**config.mk**
```make
export PLATFORM = sky130hd
export DESIGN_NAME = data_memory_2r1w
export DESIGN_NICKNAME = d
export VERILOG_FILES = /design/src/rtl/dmem_pkg.sv /design/src/rtl/dmem_clear_ctrl.sv /design/src/rtl/data_memory_2r1w.sv
export SDC_FILE = /design/constraint.sdc
export NUM_CORES = 1
export LEC_CHECK = 0
export CORE_MARGIN = 2
export CORE_UTILIZATION = 32
export CTS_CLUSTER_SIZE = 8
export DETAILED_ROUTE_END_ITERATION = 10
export PLACE_DENSITY = 0.44
export SLEW_MARGIN = 5
export SYNTH_ARGS = -nofsm -noshare
export SYNTH_HDL_FRONTEND = slang
export SYNTH_SLANG_ARGS = --single-unit
```
**constraint.sdc**
```tcl
create_clock -name clk -period 2.7 [get_ports clk]
set_input_delay 0.27 -clock clk [delete_from_list [all_inputs] [get_ports clk]]
set_output_delay 0.27 -clock clk [all_outputs]
set_load 0.01 [all_outputs]
```
**src/rtl/dmem_pkg.sv**
```systemverilog
// Shared types, default sizes and the address-range helper for the Hydra data memory.
package dmem_pkg;

    localparam int DMEM_DATA_W = 16;
    localparam int DMEM_ADDR_W = 16;
    localparam int DMEM_DEPTH  = 70;

    typedef enum logic {
        CLEAR = 1'b0,
        RUN   = 1'b1
    } dmem_state_e;

    // Addresses are zero-extended to 32 bits, so ADDR_W must not exceed 32.
    function automatic logic addr_in_range(input logic [31:0] addr, input int unsigned depth);
        return addr < depth;
    endfunction

endpackage

```
**src/rtl/dmem_clear_ctrl.sv**
```systemverilog
// Post-reset clear sequencer: walks every word once with a zero write, then
// holds RUN (ready high) until the next reset.
module dmem_clear_ctrl
    import dmem_pkg::*;
#(
    parameter int DEPTH = DMEM_DEPTH,
    parameter int IDX_W = (DEPTH > 1) ? $clog2(DEPTH) : 1
) (
    input  logic             clk,
    input  logic             reset,
    output logic             ready,
    output logic             clear_we,
    output logic [IDX_W-1:0] clear_addr
);

    localparam logic [IDX_W-1:0] LAST = IDX_W'(DEPTH - 1);

    dmem_state_e      state, state_next;
    logic [IDX_W-1:0] count, count_next;

    always_ff @(posedge clk or posedge reset) begin
        if (reset) begin
            state <= CLEAR;
            count <= '0;
        end else begin
            state <= state_next;
            count <= count_next;
        end
    end

    // NOTE: every output of this block gets a default first so no latch is inferred.
    always_comb begin
        state_next = state;
        count_next = count;
        ready      = 1'b0;
        clear_we   = 1'b0;
        clear_addr = count;
        case (state)
            CLEAR: begin
                clear_we = 1'b1;
                if (count == LAST) begin
                    state_next = RUN;
                end else begin
                    count_next = count + IDX_W'(1);
                end
            end
            RUN: begin
                ready = 1'b1;
            end
            default: begin
                state_next = CLEAR;
            end
        endcase
    end

endmodule

```
**src/rtl/data_memory_2r1w.sv**
```systemverilog
// Dual-read, single-write data memory with hardware clear after reset.
// Define DMEM_BYPASS_EN for write-first forwarding on same-edge read/write hits.
module data_memory_2r1w
    import dmem_pkg::*;
#(
    parameter int DATA_W = DMEM_DATA_W,
    parameter int ADDR_W = DMEM_ADDR_W,
    parameter int DEPTH  = DMEM_DEPTH
) (
    input  logic              clk,
    input  logic              reset,
    input  logic              mem_read,
    input  logic              mem_write,
    input  logic [ADDR_W-1:0] read_address1,
    input  logic [ADDR_W-1:0] read_address2,
    input  logic [ADDR_W-1:0] write_address,
    input  logic [DATA_W-1:0] write_data,
    output logic [DATA_W-1:0] out_data1,
    output logic [DATA_W-1:0] out_data2,
    output logic              rd_valid,
    output logic              ready,
    output logic              addr_err
);

    localparam int IDX_W = (DEPTH > 1) ? $clog2(DEPTH) : 1;

    logic [DATA_W-1:0] mem [DEPTH];

    logic             clear_we;
    logic [IDX_W-1:0] clear_addr;

    dmem_clear_ctrl #(
        .DEPTH (DEPTH),
        .IDX_W (IDX_W)
    ) u_clear_ctrl (
        .clk        (clk),
        .reset      (reset),
        .ready      (ready),
        .clear_we   (clear_we),
        .clear_addr (clear_addr)
    );

    logic              rd1_ok, rd2_ok, wr_ok;
    logic              do_read, do_write, err_next;
    logic              arr_we;
    logic [IDX_W-1:0]  arr_idx;
    logic [DATA_W-1:0] arr_wdata;
    logic [DATA_W-1:0] rd1_next, rd2_next;

    always_comb begin
        rd1_ok   = addr_in_range(32'(read_address1), DEPTH);
        rd2_ok   = addr_in_range(32'(read_address2), DEPTH);
        wr_ok    = addr_in_range(32'(write_address), DEPTH);
        do_read  = ready && mem_read;
        do_write = ready && mem_write && wr_ok;
        err_next = ready && ((mem_read && !(rd1_ok && rd2_ok)) || (mem_write && !wr_ok));

        // Clear and user writes never overlap: ready is low for the whole clear.
        arr_we    = clear_we || do_write;
        arr_idx   = clear_we ? clear_addr : write_address[IDX_W-1:0];
        arr_wdata = clear_we ? '0 : write_data;

        rd1_next = rd1_ok ? mem[read_address1[IDX_W-1:0]] : '0;
        rd2_next = rd2_ok ? mem[read_address2[IDX_W-1:0]] : '0;
`ifdef DMEM_BYPASS_EN
        if (do_write && (write_address == read_address1)) begin
            rd1_next = write_data;
        end
        if (do_write && (write_address == read_address2)) begin
            rd2_next = write_data;
        end
`endif
    end

    // NOTE: the array itself is not reset; the clear sequence zeroes it instead.
    always_ff @(posedge clk) begin
        if (arr_we) begin
            mem[arr_idx] <= arr_wdata;
        end
    end

    always_ff @(posedge clk or posedge reset) begin
        if (reset) begin
            out_data1 <= '0;
            out_data2 <= '0;
            rd_valid  <= 1'b0;
            addr_err  <= 1'b0;
        end else begin
            rd_valid <= do_read;
            addr_err <= err_next;
            if (do_read) begin
                out_data1 <= rd1_next;
                out_data2 <= rd2_next;
            end
        end
    end

endmodule

```
Word level (Yosys, flattened, before mapping)
Memory sizes are Yosys's and may differ from the RTL's.
Index checks and enable logic that the tools add are counted.
{"block": "classes", "magnitude_cmp": 3, "add_sub_neg": 1, "reduce_logical": 12, "bitwise_logic": 2, "eq_ne": 1, "muxes": 10}
{"op": "$lt A16 B7 Y1 const B", "count": 3}
{"op": "$mux W16", "count": 3}
{"op": "$add A7 B1 Y7 const B", "count": 1}
{"op": "$eq A7 B7 Y1 const B", "count": 1}
{"op": "$logic_and A1 B1 Y1", "count": 7}
{"op": "$mux W7", "count": 1}
{"op": "$mux W1", "count": 6}
{"op": "$logic_not A1 Y1", "count": 2}
{"op": "$logic_or A1 B1 Y1", "count": 2}
{"op": "$not A1 Y1", "count": 2}
{"op": "$reduce_and A2 Y1", "count": 1}
{"block": "totals", "n_memories": 1, "ram_bits": 1120, "output_inout_bits": 35, "regBits": 42, "input_bits": 68, "word_cells": 36}
{"name": "mem", "depth": 70, "width": 16, "read_ports": 2, "rd_ports_with_merged_regs": 0, "write_ports": 1, "line_no": "data_memory_2r1w.sv:27", "text": "logic [DATA_W-1:0] mem [DEPTH];"}

Logic depth before layout (Yosys ltp)
Gate-level depths: netlist of run 1.
{"block": "logic_depth", "word_depth": 6, "depth_mapped": 11, "mapped_depth_nobuf": 7}

Modules after synthesis
Synthesis of run 1 repeated with hierarchy kept, for this count alone.
{"block": "unflattened", "cells_unflattened": 2897, "area_unflattened_um2": 54553.6}
{"mod": "data_memory_2r1w", "instances": 1, "seq_area_each_um2": 34483.1, "cells_each": 2863, "area_per_inst_um2": 54163.2}
{"mod": "dmem_clear_ctrl", "instances": 1, "seq_area_each_um2": 200.2, "cells_each": 34, "area_per_inst_um2": 390.4}

Worst setup path before layout of run 1
OpenSTA, ideal clock, no wires.
{"block": "synth_path", "kind": "register to register", "from": "register u_clear_ctrl.state", "to": "memory mem[26][0] in the netlist's numbering, enable pin", "setup_slack_ns": -0.013, "t_arrival_ns": 2.324, "path_buffers": 1, "path_stages_with_launch": 5, "setup_time_ns": 0.388, "required_ns": 2.312, "synth_period_minus_slack_ns": 2.713, "cell_sequence": "dfrtp_1 -> clkbuf_1 -> o32ai_1 -> nand3_1 -> nor2_1"}
{"block": "synth_between", "elab_chain_len": 6, "elab_cells_between_ends": 8, "classes_between": "5 x mux; 3 x reduce/logical"}
{"element": "start, declared", "line_no": "dmem_clear_ctrl.sv:18", "text": "dmem_state_e state, state_next;"}
{"element": "start signal, assigned", "line_no": "dmem_clear_ctrl.sv:26", "text": "state <= state_next;"}
{"element": "$mux W1", "line_no": "dmem_clear_ctrl.sv:38", "text": "case (state)"}
{"element": "$logic_and A1 B1 Y1 (2 in a row)", "line_no": "data_memory_2r1w.sv:55", "text": "do_write = ready && mem_write && wr_ok;"}
{"element": "$logic_or A1 B1 Y1", "line_no": "data_memory_2r1w.sv:59", "text": "arr_we = clear_we || do_write;"}
{"element": "$mux W1", "line_no": "data_memory_2r1w.sv:77", "text": "if (arr_we) begin"}
{"element": "$mux W1 (not written as such)", "line_no": "data_memory_2r1w.sv:78", "text": "mem[arr_idx] <= arr_wdata;"}
{"element": "end, declared", "line_no": "data_memory_2r1w.sv:27"}
Several ways; a longest one is shown, not always the timed one.

Worst setup path after layout of run 1
{"block": "layout_path", "from": "input read_address2[0]", "to": "register out_data2[1]"}
{"block": "layout_between", "elab_chain_len": 2, "elab_cells_between_ends": 3, "classes_between": "1 x order compare; 1 x mux; 1 x memory"}
{"element": "start, declared", "line_no": "data_memory_2r1w.sv:15", "text": "input logic [ADDR_W-1:0] read_address2,"}
{"element": "$mem_v2 Z70 W16 / $lt A16 B7 Y1 (equally long branches)"}
{"element": "$mux W16 *", "line_no": "data_memory_2r1w.sv:64", "text": "rd2_next = rd2_ok ? mem[read_address2[IDX_W-1:0]] : '0;"}
{"element": "end signal, assigned", "line_no": "data_memory_2r1w.sv:93", "text": "out_data2 <= rd2_next;"}
{"element": "end, declared", "line_no": "data_memory_2r1w.sv:19", "text": "output logic [DATA_W-1:0] out_data2,"}
Every way passes the cells marked *; elsewhere a longest branch is shown, timed or not.
A chain may end at the register's enable or synchronous reset.

==> metrics, run 1 <==
CP Launch Point=read_address2[0]; share of layout cells above drive strength 1=between 30% and 40%; GRT overflow=0; Synth-to-Final Area Change=24.2%; CP endpoint kind=flop; Final WS setup=between 0.08 and 0.09 ns; routed wire length=roughly 200000 um; synthesized area=0.0545 mm^2; asr flop ratio synth=between 3 and 4%; cell row count=about 150; Synth Register Bits=1162; NumNets Final=between 3000 and 4000; relative slew slack=32.9%; CP Class=in -> reg; GRT Total Usage=between 20% and 30%; Comb power frac=roughly 5.7%; largest net degree at the start of global routing=between 70 and 80; M3 GR Usage=between 4 and 5%; Fin Clk Skew=0.0353 ns; clk buf depth=3; Core Util, Final=40.0%; final non-filler cell total=just under 6000; Worst-Skew Late Latency=around 0.8 ns; fin crit period=2.62 ns; Pint=31.5 mW; Finished Cell Area=between 0.06 and 0.07 mm^2; # placed instances=5678; clock network fraction of design power=a little under half; number of max-cap violations=0; height of the die=roughly 420 um; H-Tree Depth=4; clock-pin slew on the worst setup and hold paths=0.05 ns; DRC=0; Final Setup Violations=0; met2 usage=between 30% and 40%; Detail Placement HPWL=142000 um; Net Switching=between 9 and 10 mW; Fillers=15300; Design Power=40.8 mW; chip width=~420 um; sequential share of power=a little under half; Via Count=34100; Hold Violations, Final=0; met1 global-route usage=roughly 32%; Slew Limit Fails=0; first-pass GRT wire length=281000 um; R2R Path Start=mem[19][13]$_DFFE_PP_; postcts setup bufs=0; initial antenna violation count=15; worst path arrival time=3.24 ns; pwr dens=603 mW/mm^2; Placer Congestion=between 0.9 and 1; CP required=about 3.3 ns; I/O Buffers=102; Syn Nets=between 3000 and 4000; vias in the first global route=~35000; Final period util=96.9%; CTS tree=yes; distinct cell type count after synthesis=between 50 and 60; top_reg_cell synth=edfxtp_1; Syn Inst Count=3078; most area-hungry cell type in the Yosys netlist=edfxtp_1; worst min path class=in -> reg; hold_sp=read_address1[5]; post-place setup slack=-0.703 ns; core area=approximately 0.17 mm^2; initial DRC count=4332; gr busiest metal=met2; register area share after synthesis=approximately 64%; f_max=around 380 MHz; RSZ-0062 raised after global routing=false; DP Area=between 0.06 and 0.07 mm^2; Worst-Margin Slew=slightly below 1 ns; most common cell in the netlist=edfxtp_1; Pre-antenna DRT Iters=6; Sw Share=approximately 23%; top cells by area, synth=edfxtp_1 62%, mux4_2 19%, mux2i_1 5.9%, dfrtp_1 1.9%, a211oi_1 1.1%; I/O Pins=between 100 and 150; CP Launch Type=primary input; Synth Warn #=0; Post-Synthesis Mean Instance Area=approximately 18 um^2; Routed Antenna Nets=0; Post-synth EDFFs=roughly 1100; routed wire length per instance=around 34 um; Max VDD drop=around 0.00060 V; CTS Buf Count=roughly 160; Lkg Pwr=just under 20 nW; CTS sink cnt=1162; vias per cell=between 5 and 6; Total Die Area=approximately 0.17 mm^2; Synth top area share=61.7%; status=finished, final reports clean; Max Fanout on Critical Path=14; clk root buf=clkbuf_16; initial core utilization=32.2%; Post-synth top cells=1120 x edfxtp_1, 448 x mux4_2, 323 x mux2i_1
## kinds of logic after synthesis
family / Yosys count / share of synthesized area, %
xor+xnor: 6 / 0.0964
compound gates: 443 / 5.42
simple gates: 432 / 3.70
mux: 786 / 24.7
buf+inv: 247 / 2.39
fa+ha+maj: 2 / 0.0459
flops: 1162 / 63.6
## flip-flops by register name, indices dropped and copies added (netlist names)
signal                   count
mem                       1120
out_data1                   16
out_data2                   16
u_clear_ctrl.clear_addr      7
addr_err                     1
rd_valid                     1
u_clear_ctrl.state           1
## area by class of cell
type                            count  area (um^2)  area share, %
Antenna cell                        5         12.5         0.0185
Clock buffer                      214         4290           6.34
Clock inverter                     17          327          0.482
Inverter                           15         56.3         0.0831
Multi-Input combinational cell   1669        18800           27.7
Sequential cell                  1162        34700           51.2
Tap cell                         2218         2780           4.10
Timing Repair Buffer              615         6820           10.1
## final timing paths
path                                             end  slack [ns]  cells after the start
setup / recovery            out_data2[1]$_DFFE_PP0P_        0.08                     12
hold / removal              out_data1[3]$_DFFE_PP0P_        0.11                      3
setup reg to reg           out_data2[13]$_DFFE_PP0P_        0.14                      7
hold reg to reg             out_data2[0]$_DFFE_PP0P_        0.50                      1
max in group asynchronous  out_data1[11]$_DFFE_PP0P_        1.68                      4
min in group asynchronous   out_data2[7]$_DFFE_PP0P_        0.44                      3
## metrics by stage
step                      hold slack, ns  TNS [ns]
after global routing              0.0875         0
after CTS                         0.0769         0
after floorplan                    0.413     -1.78
after detailed placement           0.495   -234.92
after global placement             0.503   -487.04
final                              0.108         0
## what timing repair did
action / CTS / global route
endpoints found under the setup margin: 5 / 4
hold buffers: 1 / 0
gates resized for setup: 4 / 3
hold endpoints to repair: 21 / 0
## cells in the final DEF, fill, tap and decap left out, types with 8 or more instances in the layout
cell             Yosys  final
a211oi_1            77     76
a21o_1              13     13
a21oi_1             54     53
a22oi_1             37     37
a31oi_1             12     12
and2_1              40     24
and2_2               0     16
buf_12               0    154
buf_4               51    359
clkbuf_1            94     50
clkbuf_16            0    164
clkdlybuf4s50_1      0     93
dfrtp_1             42     41
edfxtp_1          1120   1120
inv_1               14     12
mux2_2              15     15
mux2i_1            323    323
mux4_2             448    448
nand2_1            126    125
nand2b_1             8      8
nand3_1             32     32
nor2_1             118     60
nor2_2               0     58
nor2b_1             46     46
nor3_1              32     32
nor4_1              17     15
o211ai_1            16     16
o21ai_0             64     63
o21ai_1             16     17
o22ai_1             73     73
o311ai_1            12      8
o31ai_1             24     24
## routing by layer
layer	share of wire, %	wire length (um)	up-vias
met4	3.2	6430	0
met3	7.7	15600	228
met5	0	0	-
met1	42	85700	18400
li1	-	-	14000
met2	47	94200	1552
## power by group through the flow
stage               clock (mW)  combinational (mW)  sequential, mW
finish                    19.0                2.33            19.5
global route              20.1                2.42            19.5
CTS                       19.4                2.34            19.5
detailed placement           0                2.33            19.8
global placement             0                2.33            19.8
floorplan                    0                1.20            19.8
## worst max-delay path: stages
cell and delay, ns:
buf_8 0.24, buf_12 0.22, buf_12 0.13, buf_12 0.15, buf_12 0.17, mux2i_1 0.22
o22ai_1 0.12, nor3_1 0.36, a31oi_1 0.18, buf_4 0.19, a21oi_1 0.79, o21ai_1 0.12
(Power assumes the default switching activity.)
==> run 2: changes to the inputs <==
- CTS_CLUSTER_DIAMETER: unset -> 80
- REMOVE_ABC_BUFFERS: unset -> 1
==> metrics, run 2 (synthesized netlist as in run 1, its figures left out) <==
RSZ-0062 raised after global routing=false (unchanged); Max VDD drop=0.000640 V (was 0.000602 V); CP Launch Type=flop (was primary input); routed wire length per instance=34.5 um (was 34.1 um); core area=0.169 mm^2 (unchanged); Fin Clk Skew=0.0249 ns (was 0.0353 ns); CTS Buf Count=165 (was 164); Worst-Margin Slew=0.802 ns (was 0.991 ns); largest registers=mem: 1120 flops, out_data1: 16 flops, out_data2: 16 flops (unchanged); Final Setup Violations=0 (unchanged); I/O Pins=103 (unchanged); initial core utilization=32.2% (unchanged); clk buf depth=3 (unchanged); Final WS setup=0.0249 ns (was 0.0826 ns); Total Die Area=0.174 mm^2 (unchanged); Hold Violations, Final=0 (unchanged); Pre-antenna DRT Iters=6 (unchanged); largest net degree at the start of global routing=71 (unchanged); clk root buf=clkbuf_16 (unchanged); number of max-cap violations=0 (unchanged); Biggest register=mem (unchanged); first-pass GRT wire length=281000 um (about the same); CP Class=reg -> reg (was in -> reg); relative slew slack=46.3% (was 32.9%); CTS tree=yes (unchanged); I/O Buffers=102 (unchanged); vias in the first global route=34700 (was 35200); Detail Placement HPWL=143000 um (was 142000 um); GRT overflow=0 (unchanged); cell row count=151 (unchanged); NumNets Final=3696 (was 3697); hold slack=0.119 ns (was 0.108 ns); Max Fanout on Critical Path=17 (was 14); vias per cell=5.79 (was 5.77); post-place setup slack=-0.516 ns (was -0.703 ns); status=finished, final reports clean (unchanged); Synth-to-Final Area Change=23.9% (was 24.2%); Via Count=34100 (about the same); initial DRC count=4372 (was 4332); DP Area=0.0630 mm^2 (was 0.0631 mm^2); Final TNS setup=0 ns (unchanged); Finished Cell Area=0.0676 mm^2 (was 0.0677 mm^2); CTS sink cnt=1162 (unchanged); Final period util=99.1% (was 96.9%); DRC=0 (unchanged); max reg flops=1120 (unchanged); Core Util, Final=39.9% (was 40.0%); most frequent cells in the layout=1120 x edfxtp_1, 448 x mux4_2, 365 x buf_4 (was 1120 x edfxtp_1, 448 x mux4_2, 359 x buf_4); worst min path class=in -> reg (unchanged); Slew Limit Fails=0 (unchanged); Routed Antenna Nets=0 (unchanged); clock-pin slew on the worst setup and hold paths=0.05 ns (about the same); share of layout cells above drive strength 1=34.2% (was 34.0%); fin crit period=2.68 ns (was 2.62 ns); CP endpoint kind=flop (unchanged); Lkg Pwr=19.8 nW (about the same); pwr dens=601 mW/mm^2 (was 603 mW/mm^2); height of the die=417 um (unchanged); CP required=3.41 ns (was 3.32 ns); H-Tree Depth=4 (unchanged); worst path arrival time=3.39 ns (was 3.24 ns); Worst-Skew Late Latency=0.79 ns (about the same); routed wire length=203000 um (was 202000 um); GRT Total Usage=23.2% (about the same); initial antenna violation count=13 (was 15); Placer Congestion=0.942 (was 0.932); f_max=374 MHz (was 382 MHz); commonest non-fill, non-tap cell in the layout=edfxtp_1 (unchanged); chip width=417 um (unchanged)
-- run 2: changes by cell type in the layout (fill, tap and decap cells not counted), moves of 4 or more --
cell / before / now
clkbuf_1: 50 / 27
clkinv_16: 7 / 0
nor2_1: 60 / 54
clkbuf_16: 164 / 171
buf_4: 359 / 365
nor2_2: 58 / 64
o311ai_2: 4 / 0
o311ai_1: 8 / 12
buf_12: 154 / 147
-- run 2: metal layers --
metal | up-vias | track usage [%] | share of wire, %
li1 | 14000 | - | -
met1 | 18200 | 31.9 | 42
met2 | 1664 | 36.8 | 47
met3 | 289 | 4.21 | 7.3
met4 | 2 | 8.49 | 3.9
met5 | - | 0 | 0.0064
-- run 2: worst max-delay path, cell delays in order, from the launching register on --
cell and delay, ns:
dfrtp_4 0.64, nand2_2 0.23, buf_4 0.25, or4_1 0.70, a211oi_1 0.44, a21oi_1 0.17, o21ai_1 0.16
-- run 2: final timing paths --
kind | from | endpoint | slack [ns] | cells after the start
max in group asynchronous | reset | out_data2[4]$_DFFE_PP0P_ | 1.58 | 4
worst max register to register | u_clear_ctrl.state$_DFF_PP0_ | out_data2[9]$_DFFE_PP0P_ | 0.02 | 6
worst min-delay path | mem_write | addr_err$_DFF_PP0_ | 0.12 | 3
min in group asynchronous | reset | u_clear_ctrl.clear_addr[4]$_DFFE_PP0P_ | 0.44 | 3
worst min register to register | u_clear_ctrl.clear_addr[6]$_DFFE_PP0P_ | u_clear_ctrl.clear_addr[6]$_DFFE_PP0P_ | 0.54 | 1
worst max-delay path | u_clear_ctrl.state$_DFF_PP0_ | out_data2[9]$_DFFE_PP0P_ | 0.02 | 6
-- run 2: power breakdown --
| part | total (mW) | switching (mW) | internal (mW) | leakage [nW] |
|---|---|---|---|---|
| sequential | 19.5 | 0 | 19.5 | 8.36 |
| combinational | 2.27 | 1.31 | 0.966 | 9.21 |
| clock | 18.9 | 7.55 | 11.3 | 2.22 |
| total | 40.6 | 8.85 | 31.8 | 19.8 |
-- run 2: final cells by class --
class	instances	area, um^2
fill	15300	102000
timing repair buffer	613	6720
multi-input combinational	1669	18800
tap	2218	2780
clock buffer	198	4380
clock inverter	13	168
inverter	15	56.3
antenna	7	17.5
sequential	1162	34700
-- run 2: repair_timing --
item / in CTS / in global routing
gates resized for setup: 4 / 0
endpoints found under the hold margin: 17 / 0
hold buffers: 1 / 0
endpoints found under the setup margin: 12 / 0
buffers inserted: 1 / 0
-- run 2: through the flow --
stage / power [mW] / instances
after floorplan: 20.5 / 2846
after global placement: 22.1 / 5675
after detailed placement: 22.1 / 5675
after CTS: 41.0 / 5888
after global routing: 41.8 / 5889
final: 40.6 / 5895
